### config.mk
export PLATFORM = sky130hd
export DESIGN_NAME = packet_mem_tx_flat
export DESIGN_NICKNAME = d
export VERILOG_FILES = /design/src/rtl/packet_mem_tx_if.sv /design/src/rtl/packet_mem_tx.sv /design/src/flat_wrapper.sv
export SDC_FILE = /design/constraint.sdc
export NUM_CORES = 1
export LEC_CHECK = 0
export ABC_AREA = 1
export ABC_CLOCK_PERIOD_IN_PS = 2500
export BUFFER_PORTS_ARGS = -buffer_cell sky130_fd_sc_hd__buf_4
export CAP_MARGIN = 20
export CORE_AREA = 2 2 81 122
export CTS_CLUSTER_DIAMETER = 100
export DETAILED_ROUTE_END_ITERATION = 6
export DIE_AREA = 0 0 83 124
export PLACE_DENSITY = 0.67
export SYNTH_ARGS = -nofsm -noshare
export SYNTH_HDL_FRONTEND = slang
export SYNTH_SLANG_ARGS = --single-unit
### constraint.sdc
create_clock -name iclk -period 2.5 [get_ports iclk]
set_clock_uncertainty 0.2 [all_clocks]
set_input_delay 0.5 -clock iclk [delete_from_list [all_inputs] [get_ports iclk]]
set_output_delay 0.5 -clock iclk [all_outputs]
set_load 0.02 [all_outputs]
### src/rtl/packet_mem_tx_if.sv
// Bundle between the packet memory read port, the transmit pins and the
// packet transmitter.
//
// Handshakes (all single-cycle, no back-pressure):
//   - olen_pop is high for exactly one cycle and consumes the head entry of
//     the length FIFO. iempty/ilen_pac describe the new head from the
//     following cycle on.
//   - ord_en is a read strobe, one byte per cycle it is high. The byte
//     appears on ird_data in the cycle after the strobe.
//   - itx_allow is a level-sensitive pause control. It is only looked at
//     between frames.
//   - otx_en/otx_d form a GMII-style stream with no ready. The PHY takes a
//     byte every cycle that otx_en is high.
interface packet_mem_tx_if #(
  parameter int pDATA_WIDTH = 8,
  parameter int pLEN_WIDTH  = 11
);
  // memory / control side, driven towards the transmitter
  logic                   iempty;
  logic [pLEN_WIDTH-1:0]  ilen_pac;
  logic [pDATA_WIDTH-1:0] ird_data;
  logic                   itx_allow;

  // transmitter outputs
  logic                   ord_en;
  logic                   olen_pop;
  logic [pDATA_WIDTH-1:0] otx_d;
  logic                   otx_en;
  logic                   obusy;
  logic                   opkt_done;
  logic                   olen_err;
  logic [15:0]            opkt_cnt;

  // FSM state for observation (IDLE=0, PREAMBLE=1, SFD=2, DATA=3, IFG=4)
  logic [2:0]             state_dbg;

  modport master (
    input  iempty, ilen_pac, ird_data, itx_allow,
    output ord_en, olen_pop, otx_d, otx_en, obusy, opkt_done, olen_err,
           opkt_cnt, state_dbg
  );

  modport slave (
    output iempty, ilen_pac, ird_data, itx_allow,
    input  ord_en, olen_pop, otx_d, otx_en, obusy, opkt_done, olen_err,
           opkt_cnt, state_dbg
  );
endinterface

### src/rtl/packet_mem_tx.sv
// Packet transmitter: pulls complete packets from the packet memory and
// sends each one as preamble, SFD and payload on an 8-bit GMII-style
// interface. An inter-frame gap follows every frame. Every output is a flop.
module packet_mem_tx #(
  parameter int pDATA_WIDTH        = 8,
  parameter int pMAX_PACKET_LENGHT = 1536,
  parameter int pLEN_WIDTH         = $clog2(pMAX_PACKET_LENGHT),
  parameter int pPREAMBLE_LEN      = 7,
  parameter int pIFG_LEN           = 12
) (
  input  logic            iclk,
  input  logic            i_rst,
  packet_mem_tx_if.master bus
);

  typedef enum logic [2:0] {
    IDLE     = 3'd0,
    PREAMBLE = 3'd1,
    SFD      = 3'd2,
    DATA     = 3'd3,
    IFG      = 3'd4
  } state_t;

  // one counter serves both the preamble and the gap phases
  localparam int CNT_MAX = (pPREAMBLE_LEN > pIFG_LEN) ? pPREAMBLE_LEN : pIFG_LEN;
  localparam int CNT_W   = $clog2(CNT_MAX) + 1;

  localparam logic [CNT_W-1:0] PRE_LAST = CNT_W'(pPREAMBLE_LEN - 1);
  // The first read strobe must lead the SFD by one cycle and the read data
  // path by one more, so it is issued in the second-to-last preamble cycle.
  localparam logic [CNT_W-1:0] PRE_RD   = CNT_W'(pPREAMBLE_LEN - 2);
  localparam logic [CNT_W-1:0] IFG_LAST = CNT_W'(pIFG_LEN - 1);

  localparam logic [pDATA_WIDTH-1:0] PRE_BYTE = pDATA_WIDTH'(8'h55);
  localparam logic [pDATA_WIDTH-1:0] SFD_BYTE = pDATA_WIDTH'(8'hD5);
  localparam logic [pLEN_WIDTH-1:0]  LEN_ONE  = pLEN_WIDTH'(1);

  state_t                 state_q, state_d;
  logic [CNT_W-1:0]       cnt_q, cnt_d;
  logic [pLEN_WIDTH-1:0]  byte_cnt_q, byte_cnt_d;  // payload bytes still to drive
  logic [pLEN_WIDTH-1:0]  rd_cnt_q, rd_cnt_d;      // read strobes still to issue
  logic                   allow_q;
  logic                   ord_en_q, ord_en_d;
  logic                   len_pop_q, len_pop_d;
  logic [pDATA_WIDTH-1:0] tx_d_q, tx_d_d;
  logic                   tx_en_q, tx_en_d;
  logic                   busy_q, busy_d;
  logic                   done_q, done_d;
  logic                   len_err_q, len_err_d;
  logic [15:0]            pkt_cnt_q, pkt_cnt_d;

  logic                   len_ok;
  logic                   req;
  logic                   start;
  logic                   rd_go;
  logic [pLEN_WIDTH-1:0]  rd_avail;

  // Next-state and next-output logic for the frame sequencer.
  always_comb begin
    state_d    = state_q;
    cnt_d      = cnt_q;
    byte_cnt_d = byte_cnt_q;
    rd_cnt_d   = rd_cnt_q;
    tx_d_d     = tx_d_q;
    tx_en_d    = tx_en_q;
    len_pop_d  = 1'b0;
    len_err_d  = 1'b0;
    done_d     = 1'b0;
    pkt_cnt_d  = pkt_cnt_q;
    start      = 1'b0;
    rd_go      = 1'b0;
    rd_avail   = rd_cnt_q;
    ord_en_d   = 1'b0;

    len_ok = (bus.ilen_pac != '0) &&
             (int'(bus.ilen_pac) <= pMAX_PACKET_LENGHT);
    // The head entry is stale in the cycle a pop is still in flight, so no
    // decision is taken then.
    req = !bus.iempty && allow_q && !len_pop_q;

    case (state_q)
      IDLE: begin
        tx_en_d = 1'b0;
        tx_d_d  = '0;
        if (req) begin
          len_pop_d = 1'b1;
          if (len_ok) begin
            start      = 1'b1;
            state_d    = PREAMBLE;
            cnt_d      = '0;
            byte_cnt_d = bus.ilen_pac;
            rd_cnt_d   = bus.ilen_pac;
            tx_en_d    = 1'b1;
            tx_d_d     = PRE_BYTE;
          end else begin
            len_err_d = 1'b1;
          end
        end
      end

      PREAMBLE: begin
        if (cnt_q == PRE_LAST) begin
          state_d = SFD;
          cnt_d   = '0;
          tx_d_d  = SFD_BYTE;
        end else begin
          cnt_d  = cnt_q + 1'b1;
          tx_d_d = PRE_BYTE;
        end
      end

      SFD: begin
        state_d = DATA;
        tx_d_d  = bus.ird_data;
      end

      DATA: begin
        if (byte_cnt_q <= LEN_ONE) begin
          // last payload byte is on the pins now; open the gap
          state_d    = IFG;
          cnt_d      = '0;
          byte_cnt_d = '0;
          tx_en_d    = 1'b0;
          tx_d_d     = '0;
          done_d     = 1'b1;
          pkt_cnt_d  = pkt_cnt_q + 16'd1;
        end else begin
          byte_cnt_d = byte_cnt_q - LEN_ONE;
          tx_d_d     = bus.ird_data;
        end
      end

      IFG: begin
        tx_en_d = 1'b0;
        tx_d_d  = '0;
        if (cnt_q == IFG_LAST) begin
          state_d = IDLE;
          cnt_d   = '0;
        end else begin
          cnt_d = cnt_q + 1'b1;
        end
      end

      default: begin
        state_d = IDLE;
        cnt_d   = '0;
        tx_en_d = 1'b0;
        tx_d_d  = '0;
      end
    endcase

    // Read strobes run as one contiguous burst. With a one-byte preamble
    // the burst has to start together with the frame itself.
    if (pPREAMBLE_LEN >= 2) begin
      rd_go = (state_q == PREAMBLE) && (cnt_q == PRE_RD);
    end else begin
      rd_go    = start;
      rd_avail = start ? bus.ilen_pac : rd_cnt_q;
    end
    if ((rd_go || ord_en_q) && (rd_avail != '0)) begin
      ord_en_d = 1'b1;
      rd_cnt_d = rd_avail - LEN_ONE;
    end

    busy_d = (state_d != IDLE);
  end

  // State and output registers. Reset drops every output immediately.
  always_ff @(posedge iclk or posedge i_rst) begin
    if (i_rst) begin
      state_q    <= IDLE;
      cnt_q      <= '0;
      byte_cnt_q <= '0;
      rd_cnt_q   <= '0;
      allow_q    <= 1'b0;
      ord_en_q   <= 1'b0;
      len_pop_q  <= 1'b0;
      tx_d_q     <= '0;
      tx_en_q    <= 1'b0;
      busy_q     <= 1'b0;
      done_q     <= 1'b0;
      len_err_q  <= 1'b0;
      pkt_cnt_q  <= '0;
    end else begin
      state_q    <= state_d;
      cnt_q      <= cnt_d;
      byte_cnt_q <= byte_cnt_d;
      rd_cnt_q   <= rd_cnt_d;
      // pause control is registered once, so a start follows a raise of
      // itx_allow by two cycles
      allow_q    <= bus.itx_allow;
      ord_en_q   <= ord_en_d;
      len_pop_q  <= len_pop_d;
      tx_d_q     <= tx_d_d;
      tx_en_q    <= tx_en_d;
      busy_q     <= busy_d;
      done_q     <= done_d;
      len_err_q  <= len_err_d;
      pkt_cnt_q  <= pkt_cnt_d;
    end
  end

  assign bus.ord_en    = ord_en_q;
  assign bus.olen_pop  = len_pop_q;
  assign bus.otx_d     = tx_d_q;
  assign bus.otx_en    = tx_en_q;
  assign bus.obusy     = busy_q;
  assign bus.opkt_done = done_q;
  assign bus.olen_err  = len_err_q;
  assign bus.opkt_cnt  = pkt_cnt_q;
  assign bus.state_dbg = state_q;

endmodule

### src/flat_wrapper.sv
// flat-port wrapper written by rule: the top's interface ports become plain ports
module packet_mem_tx_flat 
#(
  parameter int pDATA_WIDTH        = 8,
  parameter int pMAX_PACKET_LENGHT = 1536,
  parameter int pLEN_WIDTH         = $clog2(pMAX_PACKET_LENGHT),
  parameter int pPREAMBLE_LEN      = 7,
  parameter int pIFG_LEN           = 12
)
  (iclk, i_rst, bus_iempty, bus_ilen_pac, bus_ird_data, bus_itx_allow, bus_ord_en, bus_olen_pop, bus_otx_d, bus_otx_en, bus_obusy, bus_opkt_done, bus_olen_err, bus_opkt_cnt, bus_state_dbg);
  packet_mem_tx_if #(.pDATA_WIDTH(pDATA_WIDTH), .pLEN_WIDTH(pLEN_WIDTH)) bus_i ();
  input  logic iclk;
  input  logic i_rst;
  input wire logic [$bits(bus_i.iempty)-1:0] bus_iempty;
  input wire logic [$bits(bus_i.ilen_pac)-1:0] bus_ilen_pac;
  input wire logic [$bits(bus_i.ird_data)-1:0] bus_ird_data;
  input wire logic [$bits(bus_i.itx_allow)-1:0] bus_itx_allow;
  output wire logic [$bits(bus_i.ord_en)-1:0] bus_ord_en;
  output wire logic [$bits(bus_i.olen_pop)-1:0] bus_olen_pop;
  output wire logic [$bits(bus_i.otx_d)-1:0] bus_otx_d;
  output wire logic [$bits(bus_i.otx_en)-1:0] bus_otx_en;
  output wire logic [$bits(bus_i.obusy)-1:0] bus_obusy;
  output wire logic [$bits(bus_i.opkt_done)-1:0] bus_opkt_done;
  output wire logic [$bits(bus_i.olen_err)-1:0] bus_olen_err;
  output wire logic [$bits(bus_i.opkt_cnt)-1:0] bus_opkt_cnt;
  output wire logic [$bits(bus_i.state_dbg)-1:0] bus_state_dbg;
  assign bus_i.iempty = bus_iempty;
  assign bus_i.ilen_pac = bus_ilen_pac;
  assign bus_i.ird_data = bus_ird_data;
  assign bus_i.itx_allow = bus_itx_allow;
  assign bus_ord_en = bus_i.ord_en;
  assign bus_olen_pop = bus_i.olen_pop;
  assign bus_otx_d = bus_i.otx_d;
  assign bus_otx_en = bus_i.otx_en;
  assign bus_obusy = bus_i.obusy;
  assign bus_opkt_done = bus_i.opkt_done;
  assign bus_olen_err = bus_i.olen_err;
  assign bus_opkt_cnt = bus_i.opkt_cnt;
  assign bus_state_dbg = bus_i.state_dbg;
  packet_mem_tx #(.pDATA_WIDTH(pDATA_WIDTH), .pMAX_PACKET_LENGHT(pMAX_PACKET_LENGHT), .pLEN_WIDTH(pLEN_WIDTH), .pPREAMBLE_LEN(pPREAMBLE_LEN), .pIFG_LEN(pIFG_LEN)) u_core (.iclk(iclk), .i_rst(i_rst), .bus(bus_i));
endmodule
==> run_results.csv <==
group,metric,value,unit
sta,finalCriticalPeriod,2.13,ns
cells_and_area,mostFrequentLayoutCells,"nand2_1, buf_4, nand3_1, dfrtp_1, inv_1",
sta,worstMarginPinSlew,0.535,ns
clock_network,post_cts_buffers,0,
worst_hold_path,hold_path.class,"in2async",
yosys,synth.largest_area_cell,"dfrtp_1",
grt,grt_max_degree,28,
route,wire_per_inst,12.8,um
cells_and_area,seq_area,1530,um^2
yosys,synthTopCellsByArea,"dfrtp_1, nand2_1, nand3_1",
floorplan,start_util,0.390,
floorplan,dieArea,10300,um^2
grt,grt_pass1_vias,3185,
setup_path,crit_start,"u_core.rd_avail[0]",
clock_network,postCtsHoldBufs,0,
setup_path,crit_chain,"inv_1 -> ha_1 -> nand2_1 -> nor2_2 -> nand2_2 -> nand2_4 -> nand2_1 -> nand2_1 -> nand2_1",
clock_network,numCtsBuffers,9,
setup_path,crit_required,2.52,ns
route,drtIter0Drc,138,
sta,max_freq,0.469,GHz
route,vias,3244,
yosys,synthesis.nets,515,
sta,drv_slew,0,
floorplan,ios,56,
power_and_ir_drop,p_leak,2.21,nW
setup_path,start_kind,"flip-flop",
floorplan,fp-row-count,43,
clock_network,post_cts_resized,0,
setup_path,crit_path_max_fanout,13,
floorplan,die_h,124,um
setup_path,reg2reg_depth,9,
clock_network,h-tree-depth,3,
setup_path,arrival,2.15,ns
setup_path,critPathMaxStageDelay,0.37,ns
setup_path,critPathKind,"reg2reg",
route,wl,8.57,mm
sta,relSlewSlack,0.643,
sta,setup_viol_count_final,0,
placement,place_congestion,0.861,
sta,hold_violations,0,
sta,fin_hold_ws,0.0161,ns
status,status,"completed",
cells_and_area,antenna_cells,0,
route,viasPerCell,4.86,
yosys,ys_seq_elements,61,
grt,grt_pass1_wl,14.5,mm
cells_and_area,postLayoutCoreUtil,0.484,
placement,dp_hpwl,6.60,mm
cells_and_area,drive_above_1_share,0.184,
route,drc,0,
sta,rsz0062_at_grt,"no",
clock_network,insertion_delay,0.33,ns
yosys,synth_top_area_frac,0.425,
grt,gr-total-overflow,0,
floorplan,coreArea,9200,um^2
yosys,syn_avg_cell_area,7.40,um^2
setup_path,crit-reg2reg-capture,"u_core.rd_avail[7]",
floorplan,die_w,83,um
yosys,synth_seq_area_share,0.425,
route,drt_first_pass_iters,4,
clock_network,cts.clk_slew.worst_paths,0.05,ns
cells_and_area,layout.nets,580,
yosys,ys_types,28,
clock_network,root_buffer,"clkbuf_16",
sta,fin_tns_setup,0,ns
placement,io_buffer_count,55,
setup_path,worstReg2RegStart,"u_core.rd_avail[0]",
grt,antenna_found_initial,0,
power_and_ir_drop,power_density,524,nW/um^2
clock_network,cts_sinks,61,
clock_network,clockBufferDepth,2,
yosys,syn_area,3590,um^2
cells_and_area,fillers,917,
run,cap_violations,0,
setup_path,rrSetupSlack,0.37,ns
yosys,yosysWarnings,0,
setup_path,worstSetupEndpointType,"flip-flop",
route,ant_nets,0,
setup_path,crit_top_cell,"nand2_1",
setup_path,crit_slowest_cell,"dfrtp_1",
yosys,postSynthCellCount,485,
cells_and_area,final_common_cell,"nand2_1",
sta,period_share,0.854,
power_and_ir_drop,peakVddDrop,0.348,mV
cells_and_area,syn_to_final_growth,24.0,%
setup_path,crit_end,"u_core.rd_avail[7]",
clock_network,cts_tree,"yes",
cells_and_area,multi_input_area,1810,um^2
grt,grt_usage,0.178,
[cell type report]
cell class | count | area share
clock buffer | 10 | 0.0537
clock inverter | 6 | 0.0141
multi-input combinational | 366 | 0.408
timing repair buffer | 63 | 0.109
inverter | 49 | 0.0413
tap | 112 | 0.0315
sequential | 61 | 0.343
[how the worst min path moves through the flow]
stage	start	end	cells past startpoint	slack [ns]
5_1_grt	i_rst	u_core.bus.opkt_cnt[9]	2	0.05
6_report	i_rst	u_core.bus.opkt_cnt[9]	2	0.02
4_1_cts	i_rst	u_core.bus.opkt_cnt[9]	2	0.03
3_5_place_dp	u_core.bus.otx_en	u_core.bus.otx_en	2	0.30
2_1_floorplan	u_core.rd_avail[0]	u_core.rd_avail[0]	2	0.28
3_3_place_gp	u_core.bus.otx_en	u_core.bus.otx_en	2	0.29
[per-layer routing]
| metal | vias up | global-route usage | part of all wire |
|---|---|---|---|
| met3 | 16 | 0.0484 | 0.045 |
| met2 | 78 | 0.328 | 0.52 |
| met5 | - | 0 | 0 |
| met1 | 1490 | 0.191 | 0.42 |
| li1 | 1660 | - | - |
| met4 | 0 | 0.0779 | 0.018 |
[cell usage after synthesis (all sizes together)]
library cell,n
a21oi,2
and2,2
and3,1
buf,7
clkbuf,2
dfrtp,61
ha,7
inv,49
nand2,181
nand3,63
nand3b,3
nand4,8
nor2,44
nor3,13
o21ai,14
o21bai,2
or2,2
xnor2,6
xor2,18
[power breakdown]
group | switching [mW] | leakage (nW) | internal [mW]
Clock | 0.448 | 0.140 | 0.793
Sequential | 0.00204 | 0.724 | 0.996
Combinational | 0.0530 | 1.34 | 0.0409
[worst max-delay path: cells and delay by family, from the launching register on]
family	cells	cell delay, ns
and+or+nand+nor	7	1.09
DFF	1	0.37
adders and majority gates	1	0.23
buffers and inverters	1	0.14
[sequential cells by signal, summed over array words and instances, names as in the netlist, 3 cells and up]
signal / cells
u_core.cnt_q: 5
u_core.byte_cnt_q: 11
u_core.bus.state_dbg: 3
u_core.bus.otx_d: 8
u_core.bus.opkt_cnt: 16
u_core.rd_avail: 11
[logic make-up (layout without fill, tap and decap cells)]
kind of cell | count (synthesis) | count (layout) | share of synthesized area
xor gates and xnor gates | 24 | 24 | 0.0585
adders and majority gates | 7 | 7 | 0.0244
AOI/OAI and AO/OA | 18 | 18 | 0.0265
buffers and inverters | 58 | 128 | 0.0697
DFF | 61 | 61 | 0.425
and+or+nand+nor | 317 | 317 | 0.396
[per-stage QoR]
step	setup slack [ns]	total power, mW	cells	cell area (um^2)
2_1_floorplan	0.287	1.05	485	3590
3_3_place_gp	0.339	1.11	651	4150
3_5_place_dp	0.322	1.11	651	4150
4_1_cts	0.364	2.37	667	4450
5_1_grt	0.151	2.42	667	4450
6_report	0.366	2.33	667	4450
No activity file was read; power rests on OpenSTA's default activity.
